`src/rtl/usb_packet_tx_pkg.sv`:
```
// Shared types and constants for the USB packet transmitter: bus levels,
// CRC modes, PID codes, CRC polynomials/init/residues and the tx FSM states.
package usb_packet_tx_pkg;

  typedef enum logic [1:0] {
    BUS_J   = 2'd0,
    BUS_K   = 2'd1,
    BUS_SE0 = 2'd2
  } bus_state_t;

  typedef enum logic [1:0] {
    CRC_NONE = 2'd0,
    CRC_5    = 2'd1,
    CRC_16   = 2'd2
  } crc_sel_t;

  typedef enum logic [2:0] {
    ST_IDLE,
    ST_SYNC,
    ST_PID,
    ST_PAYLOAD,
    ST_CRC,
    ST_EOP_SE0,
    ST_EOP_J
  } tx_state_t;

  localparam logic [3:0] PID_OUT   = 4'h1;
  localparam logic [3:0] PID_IN    = 4'h9;
  localparam logic [3:0] PID_SETUP = 4'hD;
  localparam logic [3:0] PID_DATA0 = 4'h3;
  localparam logic [3:0] PID_DATA1 = 4'hB;
  localparam logic [3:0] PID_ACK   = 4'h2;
  localparam logic [3:0] PID_NAK   = 4'hA;

  localparam logic [4:0]  CRC5_POLY     = 5'h05;
  localparam logic [4:0]  CRC5_INIT     = 5'h1F;
  localparam logic [4:0]  CRC5_RESIDUE  = 5'h0C;
  localparam logic [15:0] CRC16_POLY    = 16'h8005;
  localparam logic [15:0] CRC16_INIT    = 16'hFFFF;
  localparam logic [15:0] CRC16_RESIDUE = 16'h800D;

  // Encoding 3 is reserved and falls back to no CRC.
  function automatic crc_sel_t decode_crc_sel(input logic [1:0] raw);
    case (raw)
      2'd1:    return CRC_5;
      2'd2:    return CRC_16;
      default: return CRC_NONE;
    endcase
  endfunction

  function automatic logic [4:0] crc_len(input crc_sel_t sel);
    case (sel)
      CRC_5:   return 5'd5;
      CRC_16:  return 5'd16;
      default: return 5'd0;
    endcase
  endfunction

endpackage

```
`src/rtl/usb_packet_tx_if.sv`:
```
// Request/bus bundle between the host transaction tasks and the packet
// transmitter; master = requester, slave = transmitter.
interface usb_packet_tx_if #(
  parameter int MAX_PAYLOAD_BYTES = 8
);
  localparam int PAYLOAD_W = 8 * MAX_PAYLOAD_BYTES;
  localparam int PB_W      = $clog2(PAYLOAD_W + 1);

  logic                 start;
  logic [3:0]           pid;
  logic [1:0]           crc_sel;
  logic [PAYLOAD_W-1:0] payload;
  logic [PB_W-1:0]      payload_bits;
  logic                 busy;
  logic                 done;
  logic                 dp;
  logic                 dm;
  logic                 oe;

  modport master (
    output start, pid, crc_sel, payload, payload_bits,
    input  busy, done, dp, dm, oe
  );

  modport slave (
    input  start, pid, crc_sel, payload, payload_bits,
    output busy, done, dp, dm, oe
  );

endinterface

```
`src/rtl/usb_packet_tx_crc_serial.sv`:
```
// Bit-serial CRC generator (shift-register form, MSB-out feedback).
// Clear loads INIT; each enabled cycle folds one data bit in.
module usb_crc_serial #(
  parameter int               WIDTH = 16,
  parameter logic [WIDTH-1:0] POLY  = 16'h8005,
  parameter logic [WIDTH-1:0] INIT  = 16'hFFFF
) (
  input  logic             clock,
  input  logic             reset_n,
  input  logic             clear,
  input  logic             shift_en,
  input  logic             din,
  output logic [WIDTH-1:0] rem
);

  logic [WIDTH-1:0] crc_q, crc_d;
  logic             fb;

  always_comb begin
    crc_d = crc_q;
    fb    = din ^ crc_q[WIDTH-1];
    if (clear)
      crc_d = INIT;
    else if (shift_en)
      crc_d = {crc_q[WIDTH-2:0], 1'b0} ^ (fb ? POLY : '0);
  end

  always_ff @(posedge clock or negedge reset_n) begin
    if (!reset_n) crc_q <= INIT;
    else          crc_q <= crc_d;
  end

  assign rem = crc_q;

endmodule

```
`src/rtl/usb_packet_tx.sv`:
```
// Serial USB packet engine: SYNC, PID, payload, CRC5/CRC16, EOP with bit
// stuffing and NRZI, one bus bit per clock.
module usb_packet_tx
  import usb_packet_tx_pkg::*;
#(
  parameter int         MAX_PAYLOAD_BYTES = 8,
  parameter int         STUFF_RUN         = 6,
  parameter logic [7:0] SYNC_PATTERN      = 8'b1000_0000
) (
  input  logic         clock,
  input  logic         reset_n,
  usb_packet_tx_if.slave bus
);

  localparam int PAYLOAD_W = 8 * MAX_PAYLOAD_BYTES;
  localparam int PB_W      = $clog2(PAYLOAD_W + 1);
  localparam int CNT_W     = (PB_W > 5) ? PB_W : 5;
  localparam int ONES_W    = $clog2(STUFF_RUN + 1);

  tx_state_t            state_q, state_d, next_field;
  logic [CNT_W-1:0]     cnt_q, cnt_d;
  logic [ONES_W-1:0]    ones_q, ones_d;
  logic                 level_q, level_d;
  logic                 done_q, done_d;
  logic [3:0]           pid_q, pid_d;
  crc_sel_t             crc_sel_q, crc_sel_d;
  logic [PAYLOAD_W-1:0] payload_q, payload_d;
  logic [PB_W-1:0]      plen_q, plen_d;

  logic                 crc_clear, crc_shift;
  logic [4:0]           crc5_rem;
  logic [15:0]          crc16_rem;
  logic                 raw_bit, stuff_now, last_bit, stream_bit, line_j;
  logic [CNT_W-1:0]     field_len;
  logic [7:0]           sync_sh, pid_sh;
  logic [PAYLOAD_W-1:0] pay_sh;
  logic [4:0]           crc5_sh;
  logic [15:0]          crc16_sh;
  bus_state_t           bus_lvl;

  usb_crc_serial #(.WIDTH(5), .POLY(CRC5_POLY), .INIT(CRC5_INIT)) u_crc5 (
    .clock(clock), .reset_n(reset_n), .clear(crc_clear),
    .shift_en(crc_shift), .din(raw_bit), .rem(crc5_rem)
  );

  usb_crc_serial #(.WIDTH(16), .POLY(CRC16_POLY), .INIT(CRC16_INIT)) u_crc16 (
    .clock(clock), .reset_n(reset_n), .clear(crc_clear),
    .shift_en(crc_shift), .din(raw_bit), .rem(crc16_rem)
  );

  // Raw (pre-stuffing) bit of the current field and that field's length.
  always_comb begin
    sync_sh   = SYNC_PATTERN >> cnt_q;
    pid_sh    = {~pid_q, pid_q} >> cnt_q;
    pay_sh    = payload_q >> cnt_q;
    crc5_sh   = crc5_rem << cnt_q;
    crc16_sh  = crc16_rem << cnt_q;
    raw_bit   = 1'b0;
    field_len = CNT_W'(8);
    case (state_q)
      ST_SYNC:    raw_bit = sync_sh[0];
      ST_PID:     raw_bit = pid_sh[0];
      ST_PAYLOAD: begin
        raw_bit   = pay_sh[0];
        field_len = CNT_W'(plen_q);
      end
      ST_CRC: begin
        raw_bit   = (crc_sel_q == CRC_5) ? ~crc5_sh[4] : ~crc16_sh[15];
        field_len = CNT_W'(crc_len(crc_sel_q));
      end
      default: ;
    endcase
  end

  assign last_bit = ((cnt_q + CNT_W'(1)) == field_len);

  // A pending stuff bit also preempts the first EOP cycle when the run ends on the last CRC bit.
  assign stuff_now = (ones_q == ONES_W'(STUFF_RUN)) &&
                     (state_q inside {ST_SYNC, ST_PID, ST_PAYLOAD, ST_CRC, ST_EOP_SE0});

  always_comb begin
    next_field = ST_EOP_SE0;
    case (state_q)
      ST_SYNC: next_field = ST_PID;
      ST_PID: begin
        if (plen_q != '0)                next_field = ST_PAYLOAD;
        else if (crc_sel_q != CRC_NONE)  next_field = ST_CRC;
      end
      ST_PAYLOAD: if (crc_sel_q != CRC_NONE) next_field = ST_CRC;
      default: ;
    endcase
  end

  always_comb begin
    state_d   = state_q;
    cnt_d     = cnt_q;
    ones_d    = ones_q;
    level_d   = level_q;
    done_d    = 1'b0;
    pid_d     = pid_q;
    crc_sel_d = crc_sel_q;
    payload_d = payload_q;
    plen_d    = plen_q;
    crc_clear = 1'b0;
    crc_shift = 1'b0;
    unique case (state_q)
      ST_IDLE: begin
        if (bus.start) begin
          state_d   = ST_SYNC;
          cnt_d     = '0;
          ones_d    = '0;
          level_d   = 1'b1;
          pid_d     = bus.pid;
          crc_sel_d = decode_crc_sel(bus.crc_sel);
          payload_d = bus.payload;
          plen_d    = (bus.payload_bits > PB_W'(PAYLOAD_W)) ? PB_W'(PAYLOAD_W)
                                                             : bus.payload_bits;
          crc_clear = 1'b1;
        end
      end
      ST_SYNC, ST_PID, ST_PAYLOAD, ST_CRC: begin
        if (stuff_now) begin
          ones_d  = '0;
          level_d = ~level_q;
        end else begin
          ones_d    = raw_bit ? ones_q + ONES_W'(1) : '0;
          level_d   = raw_bit ? level_q : ~level_q;
          crc_shift = (state_q == ST_PAYLOAD);
          if (last_bit) begin
            cnt_d   = '0;
            state_d = next_field;
          end else begin
            cnt_d = cnt_q + CNT_W'(1);
          end
        end
      end
      ST_EOP_SE0: begin
        ones_d = '0;
        if (stuff_now) begin
          level_d = ~level_q;
        end else if (cnt_q == CNT_W'(1)) begin
          cnt_d   = '0;
          state_d = ST_EOP_J;
        end else begin
          cnt_d = cnt_q + CNT_W'(1);
        end
      end
      ST_EOP_J: begin
        state_d = ST_IDLE;
        done_d  = 1'b1;
      end
      default: state_d = ST_IDLE;
    endcase
  end

  always_ff @(posedge clock or negedge reset_n) begin
    if (!reset_n) begin
      state_q   <= ST_IDLE;
      cnt_q     <= '0;
      ones_q    <= '0;
      level_q   <= 1'b1;
      done_q    <= 1'b0;
      pid_q     <= '0;
      crc_sel_q <= CRC_NONE;
      payload_q <= '0;
      plen_q    <= '0;
    end else begin
      state_q   <= state_d;
      cnt_q     <= cnt_d;
      ones_q    <= ones_d;
      level_q   <= level_d;
      done_q    <= done_d;
      pid_q     <= pid_d;
      crc_sel_q <= crc_sel_d;
      payload_q <= payload_d;
      plen_q    <= plen_d;
    end
  end

  // NRZI: a stream 0 flips the line, a 1 holds it; level_q is the level before this bit.
  assign stream_bit = stuff_now ? 1'b0 : raw_bit;
  assign line_j     = stream_bit ? level_q : ~level_q;

  always_comb begin
    bus_lvl = BUS_J;
    case (state_q)
      ST_SYNC, ST_PID, ST_PAYLOAD, ST_CRC: bus_lvl = line_j ? BUS_J : BUS_K;
      ST_EOP_SE0: bus_lvl = stuff_now ? (line_j ? BUS_J : BUS_K) : BUS_SE0;
      default:    bus_lvl = BUS_J;
    endcase
  end

  assign bus.dp   = (bus_lvl == BUS_J);
  assign bus.dm   = (bus_lvl == BUS_K);
  assign bus.oe   = (state_q != ST_IDLE);
  assign bus.busy = (state_q != ST_IDLE);
  assign bus.done = done_q;

endmodule

```
`src/flat_wrapper.sv`:
```
// flat-port wrapper written by rule: the top's interface ports become plain ports
module usb_packet_tx_flat import usb_packet_tx_pkg::*;
#(
  parameter int         MAX_PAYLOAD_BYTES = 8,
  parameter int         STUFF_RUN         = 6,
  parameter logic [7:0] SYNC_PATTERN      = 8'b1000_0000
)
  (clock, reset_n, bus_start, bus_pid, bus_crc_sel, bus_payload, bus_payload_bits, bus_busy, bus_done, bus_dp, bus_dm, bus_oe);
  usb_packet_tx_if #(.MAX_PAYLOAD_BYTES(MAX_PAYLOAD_BYTES)) bus_i ();
  input  logic clock;
  input  logic reset_n;
  input wire logic [$bits(bus_i.start)-1:0] bus_start;
  input wire logic [$bits(bus_i.pid)-1:0] bus_pid;
  input wire logic [$bits(bus_i.crc_sel)-1:0] bus_crc_sel;
  input wire logic [$bits(bus_i.payload)-1:0] bus_payload;
  input wire logic [$bits(bus_i.payload_bits)-1:0] bus_payload_bits;
  output wire logic [$bits(bus_i.busy)-1:0] bus_busy;
  output wire logic [$bits(bus_i.done)-1:0] bus_done;
  output wire logic [$bits(bus_i.dp)-1:0] bus_dp;
  output wire logic [$bits(bus_i.dm)-1:0] bus_dm;
  output wire logic [$bits(bus_i.oe)-1:0] bus_oe;
  assign bus_i.start = bus_start;
  assign bus_i.pid = bus_pid;
  assign bus_i.crc_sel = bus_crc_sel;
  assign bus_i.payload = bus_payload;
  assign bus_i.payload_bits = bus_payload_bits;
  assign bus_busy = bus_i.busy;
  assign bus_done = bus_i.done;
  assign bus_dp = bus_i.dp;
  assign bus_dm = bus_i.dm;
  assign bus_oe = bus_i.oe;
  usb_packet_tx #(.MAX_PAYLOAD_BYTES(MAX_PAYLOAD_BYTES), .STUFF_RUN(STUFF_RUN), .SYNC_PATTERN(SYNC_PATTERN)) u_core (.clock(clock), .reset_n(reset_n), .bus(bus_i));
endmodule
```
`config.mk`:
```
export PLATFORM = sky130hd
export DESIGN_NAME = usb_packet_tx_flat
export DESIGN_NICKNAME = d
export VERILOG_FILES = /design/src/rtl/usb_packet_tx_pkg.sv /design/src/rtl/usb_packet_tx_if.sv /design/src/rtl/usb_packet_tx_crc_serial.sv /design/src/rtl/usb_packet_tx.sv /design/src/flat_wrapper.sv
export SDC_FILE = /design/constraint.sdc
export NUM_CORES = 1
export LEC_CHECK = 0
export BUFFER_PORTS_ARGS = -buffer_cell sky130_fd_sc_hd__buf_2
export CAP_MARGIN = 20
export CORE_ASPECT_RATIO = 1.25
export CORE_MARGIN = 2
export CORE_UTILIZATION = 43
export DETAILED_ROUTE_END_ITERATION = 8
export GPL_TIMING_DRIVEN = 1
export PLACE_DENSITY_LB_ADDON = 0.15
export SYNTH_ARGS = -nofsm -noshare
export SYNTH_HDL_FRONTEND = slang
export SYNTH_SLANG_ARGS = --single-unit
```
`constraint.sdc`:
```
create_clock -name clock -period 6.06 [get_ports clock]
set_input_delay 1.515 -clock clock [delete_from_list [all_inputs] [get_ports clock]]
set_output_delay 1.515 -clock clock [all_outputs]
set_load 0.03 [all_outputs]
```
==> results of run 1 <==
## sequential cells by signal, indices dropped and copies added, names as in the netlist
register / flops
u_core.u_crc5.rem: 5
u_core.bus.done: 1
u_core.crc_sel_q: 2
u_core.cnt_q: 7
u_core.pid_q: 4
u_core.u_crc16.rem: 16
u_core.state_q: 3
u_core.ones_q: 3
u_core.plen_q: 7
u_core.payload_q: 64
u_core.level_q: 1
## cell families (layout without fill, tap and decap cells)
logic type | Yosys count | after routing | share of synthesized area [%]
buffers and inverters | 46 | 130 | 4.40
DFF | 113 | 113 | 46.5
adders and majority gates | 7 | 7 | 1.39
xor gates and xnor gates | 10 | 10 | 1.65
muxes | 108 | 108 | 22.1
and+or+nand+nor | 128 | 128 | 10.6
AOI/OAI and AO/OA | 112 | 112 | 13.4
## power breakdown
group / total [uW] / switching [uW] / internal (uW)
clock network: 966 / 349 / 617
registers: 756 / 0 / 756
logic: 43.8 / 23.8 / 20.0
## worst paths after layout
check,cells after the start,end,from
worst min-delay path,1,u_core.payload_q[31],u_core.payload_q[31]
max in group asynchronous,2,u_core.payload_q[18],reset_n
min in group asynchronous,1,u_core.payload_q[39],reset_n
worst max register to register,9,u_core.state_q[1],u_core.cnt_q[1]
worst max-delay path,9,bus_dp,u_core.cnt_q[1]
worst min register to register,1,u_core.payload_q[31],u_core.payload_q[31]
## worst max-delay path: cells and delay by family (launching register included)
kind,cells,cell delay [ps]
flops,1,790
buf+inv,2,500
compound gates,4,1290
simple gates,3,820
## metrics by stage
stage,setup slack [ps],instances
after global routing,540,783
after CTS,715,783
after global placement,1270,751
after detailed placement,1170,751
final,737,783
after floorplan,1170,524
## cells in the final DEF, fill, tap and decap left out, types with 16 or more instances in the layout
| master | n |
|---|---|
| mux2i_1 | 20 |
| dfrtp_1 | 90 |
| o21ai_0 | 24 |
| mux2_2 | 74 |
| o22a_1 | 16 |
| a21oi_1 | 18 |
| clkbuf_16 | 17 |
| buf_2 | 83 |
| nor2_1 | 25 |
| nand2_1 | 39 |
| dfstp_2 | 22 |
## area by class of cell
class | count | area [um^2]
multi-input cells | 365 | 3020
inverters | 11 | 41.3
flip-flops and latches | 113 | 2860
fillers | 1227 | 6710
repair buffers | 87 | 445
clock inverters | 12 | 135
well taps | 175 | 219
clock buffers | 20 | 447
## metal layers
layer	routed length (um)	vias to the layer above	GRT usage, %
li1	-	2096	-
met1	6150	2154	24.0
met2	7060	116	32.7
met3	682	17	4.66
met4	222	0	7.22
met5	0	-	0
==> results.toml, run 1 <==
[run_status]
status = "finished, final reports clean"

[sta]
tightest_slew_ps = 1060
period_needed_ps = 5320
holdWs_ps = 496
fmax_mhz = 188
hold_viol = 0
fin_crit_sh_pct = 87.8
slew_viol_final = 0
slew_headroom_pct = 29.5
final-setup-viol-count = 0
rsz0062_at_grt = "no"
fin_tns_setup_ps = 0
fin_skew_ps = 9.21

[min_path]
holdCritPathClass = "reg -> reg"

[logic_synthesis]
ys_top_cells_by_area = "dfrtp_1 (37%), mux2_2 (14%), dfstp_2 (9.4%)"
yosysSeqAreaShare_pct = 46.5
yosysWarnings = 0
syn_area_per_cell_um2 = 11.7
synth_flop_cell = "dfrtp_1"
async_flop_share_pct = 100
yosys.area.top_type = "dfrtp_1"
synth-edff-count = 0
synth_top_area_share_pct = 37.1
synth_most_common_cell = "dfrtp_1"
ys_types = 75
synth_nets = 610
ys_ff_latch = 113
syn_area_mm2 = 0.00614
synthTopCellsByCount = "dfrtp_1 (91), mux2_2 (74), nand2_1 (40)"
synthCells = 524

[setup_path]
end_kind = "output port"
path_cells = "inv_1 -> and3_1 -> o311a_1 -> or4_4 -> a211o_1 -> a21oi_4 -> nor2_2 -> a211o_1 -> buf_2"
worstPathArrival_ps = 3810
crit_path_max_incr_delay_ps = 790
cp-start-kind = "flip-flop"
worst_ep_required_time_ps = 4550
cpMaxStageDelayCell = "dfrtp_1"
cp_common_cell = "a211o_1"
crit_fanout = 19
reg2reg_setup_slack_ps = 2300
path_class = "reg -> out"

[clock_tree]
cts-root-buf = "clkbuf_16"
clk_path_buf_depth = 2
ctsResizeCount = 0
cts.clk_slew.worst_paths_ps = 50
cts_tree = "yes"
cts_buffers = 17
hold_buffers = 0
post-cts-setup-buffers = 0
clock_latency_ps = 410
cts.sinks = 113
h-tree-depth = 4

[pwr]
leakage_uw = 0.00339
power.density_mw_per_mm2 = 246
vdd_drop_max_uv = 148
power.total_uw = 1770

[finish]
design_area_mm2 = 0.00717
layout.nets = 681
final_core_util_pct = 51.7
drive_gt1_share_pct = 39.5
syn_to_final_growth_pct = 16.7
diodes = 0

[placed_design]
dp_hpwl_mm = 9.91
gp_congestion = 0.895
place_area_mm2 = 0.00659
port_buffers = 84

[die]
boundaryPins = 85
die_area_mm2 = 0.0153
rows = 48
dieHeight_um = 138
core_area_mm2 = 0.0139
initial_utilization_pct = 44.3
die_x_um = 111

[detailed_routing]
drt-initial-drc-count = 271
ant_nets = 0
drc_errors = 0
wl_per_cell_um = 18.0
drt-total-wl_mm = 14.1
firstDrtPassIters = 4
routed_via_density = 5.60
vias = 4383

[global_route]
grt_antenna_before_repair = 0
overflow = 0
first_global_vias = 4580
grt_max_degree = 87
track_usage_pct = 19.2
grt_pass1_wl_mm = 23.1

[job]
drv_cap = 0
Note: power is estimated with default switching activity, not from simulation.
==> inputs of run 2 (changes only) <==
CORE_MARGIN = unset   (was 2)
==> run 2 against run 1 <==
Effect of this change:
- maximum frequency is 1.2% lower
- total power increased by 0.86%
- combinational power about the same
- die area shrank 3.2%
- critical path depth unchanged
- sequential cell count is the same
==> results.toml, run 2 (same netlist as run 1, synthesis figures left out) <==
[run_status]
status = "finished, final reports clean"

[global_route]
grt_pass1_wl_mm = 23.2
first_global_vias = 4539
overflow = 0
grt_antenna_before_repair = 0
track_usage_pct = 20.7
grt_max_degree = 86

[sta]
period_needed_ps = 5390
rsz0062_at_grt = "no"
slew_headroom_pct = 33.1
hold_viol = 0
tightest_slew_ps = 1000
fin_skew_ps = 10.2
fin_tns_setup_ps = 0
holdWs_ps = 500
fmax_mhz = 186
final-setup-viol-count = 0
slew_viol_final = 0
fin_crit_sh_pct = 88.9

[clock_tree]
cts_buffers = 17
cts-root-buf = "clkbuf_16"
post-cts-setup-buffers = 0
clock_latency_ps = 420
cts.sinks = 113
h-tree-depth = 4
clk_path_buf_depth = 2
cts_tree = "yes"
ctsResizeCount = 0
cts.clk_slew.worst_paths_ps = 60
hold_buffers = 0

[pwr]
intPower_uw = 1410
pwr-share-comb_pct = 2.4
p_sw_share_pct = 20.8
switchingPower_uw = 370
vdd_drop_max_uv = 215
power.density_mw_per_mm2 = 248
leakage_uw = 0.00339
p_clk_share_pct = 55.1
p_seq_share_pct = 42.4

[die]
core_area_mm2 = 0.0139
boundaryPins = 85
die_area_mm2 = 0.0148
die_x_um = 109
rows = 48
dieHeight_um = 136
initial_utilization_pct = 44.3

[finish]
largest_register = "u_core.payload_q"
final_core_util_pct = 51.7
largest_reg_flops = 64
design_area_mm2 = 0.00718
final_cell_mix = "dfrtp_1 (90), buf_2 (83), mux2_2 (74), nand2_1 (39), nor2_1 (25)"
diodes = 0
layout_commonest_cell = "dfrtp_1"
syn_to_final_growth_pct = 16.9
layout.nets = 682
drive_gt1_share_pct = 39.4

[placed_design]
place_area_mm2 = 0.00659
dp_hpwl_mm = 9.79
gp_congestion = 0.820
port_buffers = 84

[detailed_routing]
drt-total-wl_mm = 14.0
vias = 4409
routed_via_density = 5.62
drt-initial-drc-count = 241
wl_per_cell_um = 17.9
drc_errors = 0
ant_nets = 0
firstDrtPassIters = 4

[setup_path]
path_class = "reg -> out"
worstPathArrival_ps = 3870
end_kind = "output port"
cp-start-kind = "flip-flop"
crit_fanout = 25
worst_ep_required_time_ps = 4550

[min_path]
holdCritPathClass = "reg -> reg"

[job]
drv_cap = 0
[run 2: cell count changes in the layout (fill, tap and decap cells not counted)]
cell / delta
buf_4: +1
inv_6: -1
clkbuf_8: +2
clkbuf_1: +1
clkinvlp_4: +2
clkinv_4: -4
[run 2: final cells by class]
cell class | count | area [um^2]
Clock inverter | 9 | 106
Sequential cell | 113 | 2860
Clock buffer | 23 | 478
Fill cell | 1219 | 6700
Multi-Input combinational cell | 365 | 3020
Inverter | 11 | 41.3
Tap cell | 175 | 219
Timing Repair Buffer | 88 | 453
[run 2: per-stage QoR]
stage | setup WS (ps) | total power, uW | cells
2_1_floorplan | 1170 | 771 | 524
3_3_place_gp | 1180 | 814 | 752
3_5_place_dp | 1110 | 814 | 752
4_1_cts | 645 | 1810 | 784
5_1_grt | 390 | 1840 | 784
6_report | 673 | 1780 | 784
[run 2: worst max-delay path, stage by stage, from the launching register on]
cell     delay [ps]
dfrtp_2         820
mux4_1          630
nor2_1          100
nor3_1           60
or4_4           550
a211o_1         350
a21oi_4         360
nor2_2          100
a211o_1         280
buf_2           180
[run 2: path summary, 6_finish.rpt]
kind | start | to | slack, ps | cells past startpoint
max | u_core.cnt_q[0] | bus_dp | 670 | 9
min | u_core.payload_q[30] | u_core.payload_q[30] | 500 | 1
max reg2reg | u_core.cnt_q[0] | u_core.state_q[1] | 2390 | 9
min reg2reg | u_core.payload_q[30] | u_core.payload_q[30] | 500 | 1
max in group asynchronous | reset_n | u_core.cnt_q[0] | 3700 | 2
min in group asynchronous | reset_n | u_core.payload_q[42] | 1170 | 1
[run 2: layer usage]
layer,global-route usage (%),vias up,share of wire (%)
met4,8.03,0,1.5
met5,0,-,0
met3,4.38,15,4.0
met2,32.9,106,50
met1,27.5,2197,44
li1,-,2091,-
[run 2: power by group through the flow]
| stage | logic [uW] | registers, uW | clock network, uW |
|---|---|---|---|
| after floorplan | 2.47 | 769 | 0 |
| after global placement | 45.1 | 768 | 0 |
| after detailed placement | 45.4 | 768 | 0 |
| after CTS | 45.4 | 756 | 1000 |
| after global routing | 50.1 | 756 | 1030 |
| final | 43.5 | 756 | 982 |
==> inputs of run 3 (changes only) <==
--- a/config.mk
+++ b/config.mk
@@ -10,3 +10,3 @@
 export CORE_ASPECT_RATIO = 1.25
-export CORE_UTILIZATION = 43
+export CORE_UTILIZATION = 40
 export DETAILED_ROUTE_END_ITERATION = 8
==> constraint.sdc (replaced) <==
create_clock -name clock -period 6.06 [get_ports clock]
set_input_delay 0.606 -clock clock [delete_from_list [all_inputs] [get_ports clock]]
set_output_delay 0.606 -clock clock [all_outputs]
set_load 0.03 [all_outputs]
==> run 3 against run 2 <==
Effect of this change:
- clock skew decreased by 5.0 ps
- worst setup slack improved by 910 ps
- non-clock buffer count down 2
- final area increased by 0.51%
- critical endpoint unchanged
==> results.toml, run 3 (same netlist as run 1, synthesis figures left out) <==
[finish]
largest_reg_flops = 64
fin_cells = 789
syn_to_final_growth_pct = 17.5
drive_gt1_share_pct = 39.5
layout_commonest_cell = "dfrtp_1"
layout.nets = 680
largest_register = "u_core.payload_q"
final_cell_mix = "dfrtp_1 (90), buf_2 (83), mux2_2 (74), nand2_1 (39), nor2_1 (25)"
diodes = 0

[setup_path]
cp_common_cell = "a211o_1"
end_kind = "output port"
cp_num_cells = 9
r2r_cells = 9
timing.rr.start = "u_core.cnt_q[1]"
worst_ep_required_time_ps = 5450
crit_fanout = 19
crit_end = "bus_dp"
path_delay_family = "compound AO/OA/AOI/OAI gates"
path_class = "reg -> out"
cpMaxStageDelayCell = "dfrtp_1"
worstPathArrival_ps = 3870
crit_path_max_incr_delay_ps = 820
reg2reg_setup_slack_ps = 2370
path_cells = "inv_1 -> and3_1 -> o311a_1 -> or4_4 -> a211o_1 -> a21oi_4 -> nor2_2 -> a211o_1 -> buf_2"
cp-startpoint = "u_core.cnt_q[1]"
path_buf_inv = 2
cp-start-kind = "flip-flop"
r2r-end = "u_core.state_q[0]"

[detailed_routing]
wl_per_cell_um = 18.0
drt-initial-drc-count = 317
drt-total-wl_mm = 14.2
routed_via_density = 5.63
drc_errors = 0
firstDrtPassIters = 5
ant_nets = 0
vias = 4445

[global_route]
first_global_vias = 4610
track_usage_pct = 19.6
grt_max_degree = 87
grt_antenna_before_repair = 0
grt_pass1_wl_mm = 23.8
overflow = 0

[sta]
slew_headroom_pct = 29.0
hold_viol = 0
tightest_slew_ps = 1070
fin_crit_sh_pct = 73.8
period_needed_ps = 4470
slew_viol_final = 0
rsz0062_at_grt = "no"
final-setup-viol-count = 0
fin_skew_ps = 5.27
fin_tns_setup_ps = 0
fmax_mhz = 224

[placed_design]
dp_hpwl_mm = 9.97
port_buffers = 84
place_inst = 757
gp_congestion = 0.813

[clock_tree]
cts.sinks = 113
cts_buffers = 17
ctsResizeCount = 0
clock_latency_ps = 420
hold_buffers = 0
h-tree-depth = 4
cts_tree = "yes"
clk_path_buf_depth = 2
cts-root-buf = "clkbuf_16"
post-cts-setup-buffers = 0
cts.clk_slew.worst_paths_ps = 50

[die]
rows = 50
dieHeight_um = 141
boundaryPins = 85
die_x_um = 113
core_area_mm2 = 0.0150
die_area_mm2 = 0.0159
initial_utilization_pct = 40.9

[pwr]
leakage_uw = 0.00340
vdd_drop_max_uv = 179
power.density_mw_per_mm2 = 258

[job]
drv_cap = 0

[min_path]
holdCritPathClass = "in -> async"

[run_status]
status = "finished, final reports clean"
==> run 3: cell type report <==
| class | instances | area, um^2 |
|---|---|---|
| clock buffers | 19 | 443 |
| flip-flops and latches | 113 | 2860 |
| fillers | 1389 | 7800 |
| inverters | 11 | 41.3 |
| well taps | 182 | 228 |
| repair buffers | 86 | 438 |
| multi-input cells | 365 | 3020 |
| clock inverters | 13 | 184 |
==> run 3: layer usage <==
layer / track usage [%] / part of all wire [%] / vias to the layer above / routed length, um
li1: - / - / 2090 / -
met2: 31.9 / 50 / 141 / 7070
met1: 24.4 / 43 / 2194 / 6110
met4: 7.09 / 1.6 / 0 / 224
met5: 0 / 0 / - / 0
met3: 6.10 / 5.5 / 20 / 774
==> run 3: worst min-delay path by stage <==
stage | endpoint | start | cells past startpoint
global route | u_core.ones_q[0] | reset_n | 1
global placement | u_core.payload_q[56] | u_core.payload_q[56] | 1
floorplan | u_core.bus.done | reset_n | 0
detailed placement | u_core.payload_q[31] | u_core.payload_q[31] | 1
CTS | u_core.ones_q[0] | reset_n | 1
finish | u_core.ones_q[0] | reset_n | 1
==> run 3: stage by stage <==
step | setup WS, ps | power (uW) | area [um^2] | util (%) | hold slack, ps
floorplan | 2080 | 771 | 6140 | - | 310
global placement | 2160 | 814 | 6590 | 43.9 | 485
detailed placement | 2050 | 814 | 6590 | 43.9 | 491
CTS | 1580 | 1880 | 7210 | 48.1 | 342
global route | 1450 | 1920 | 7210 | 48.1 | 363
finish | 1590 | 1860 | 7210 | 48.1 | 306
==> run 3: power by group <==
group	internal (uW)	switching, uW
clock network	697	361
registers	756	0
logic	20.1	23.6
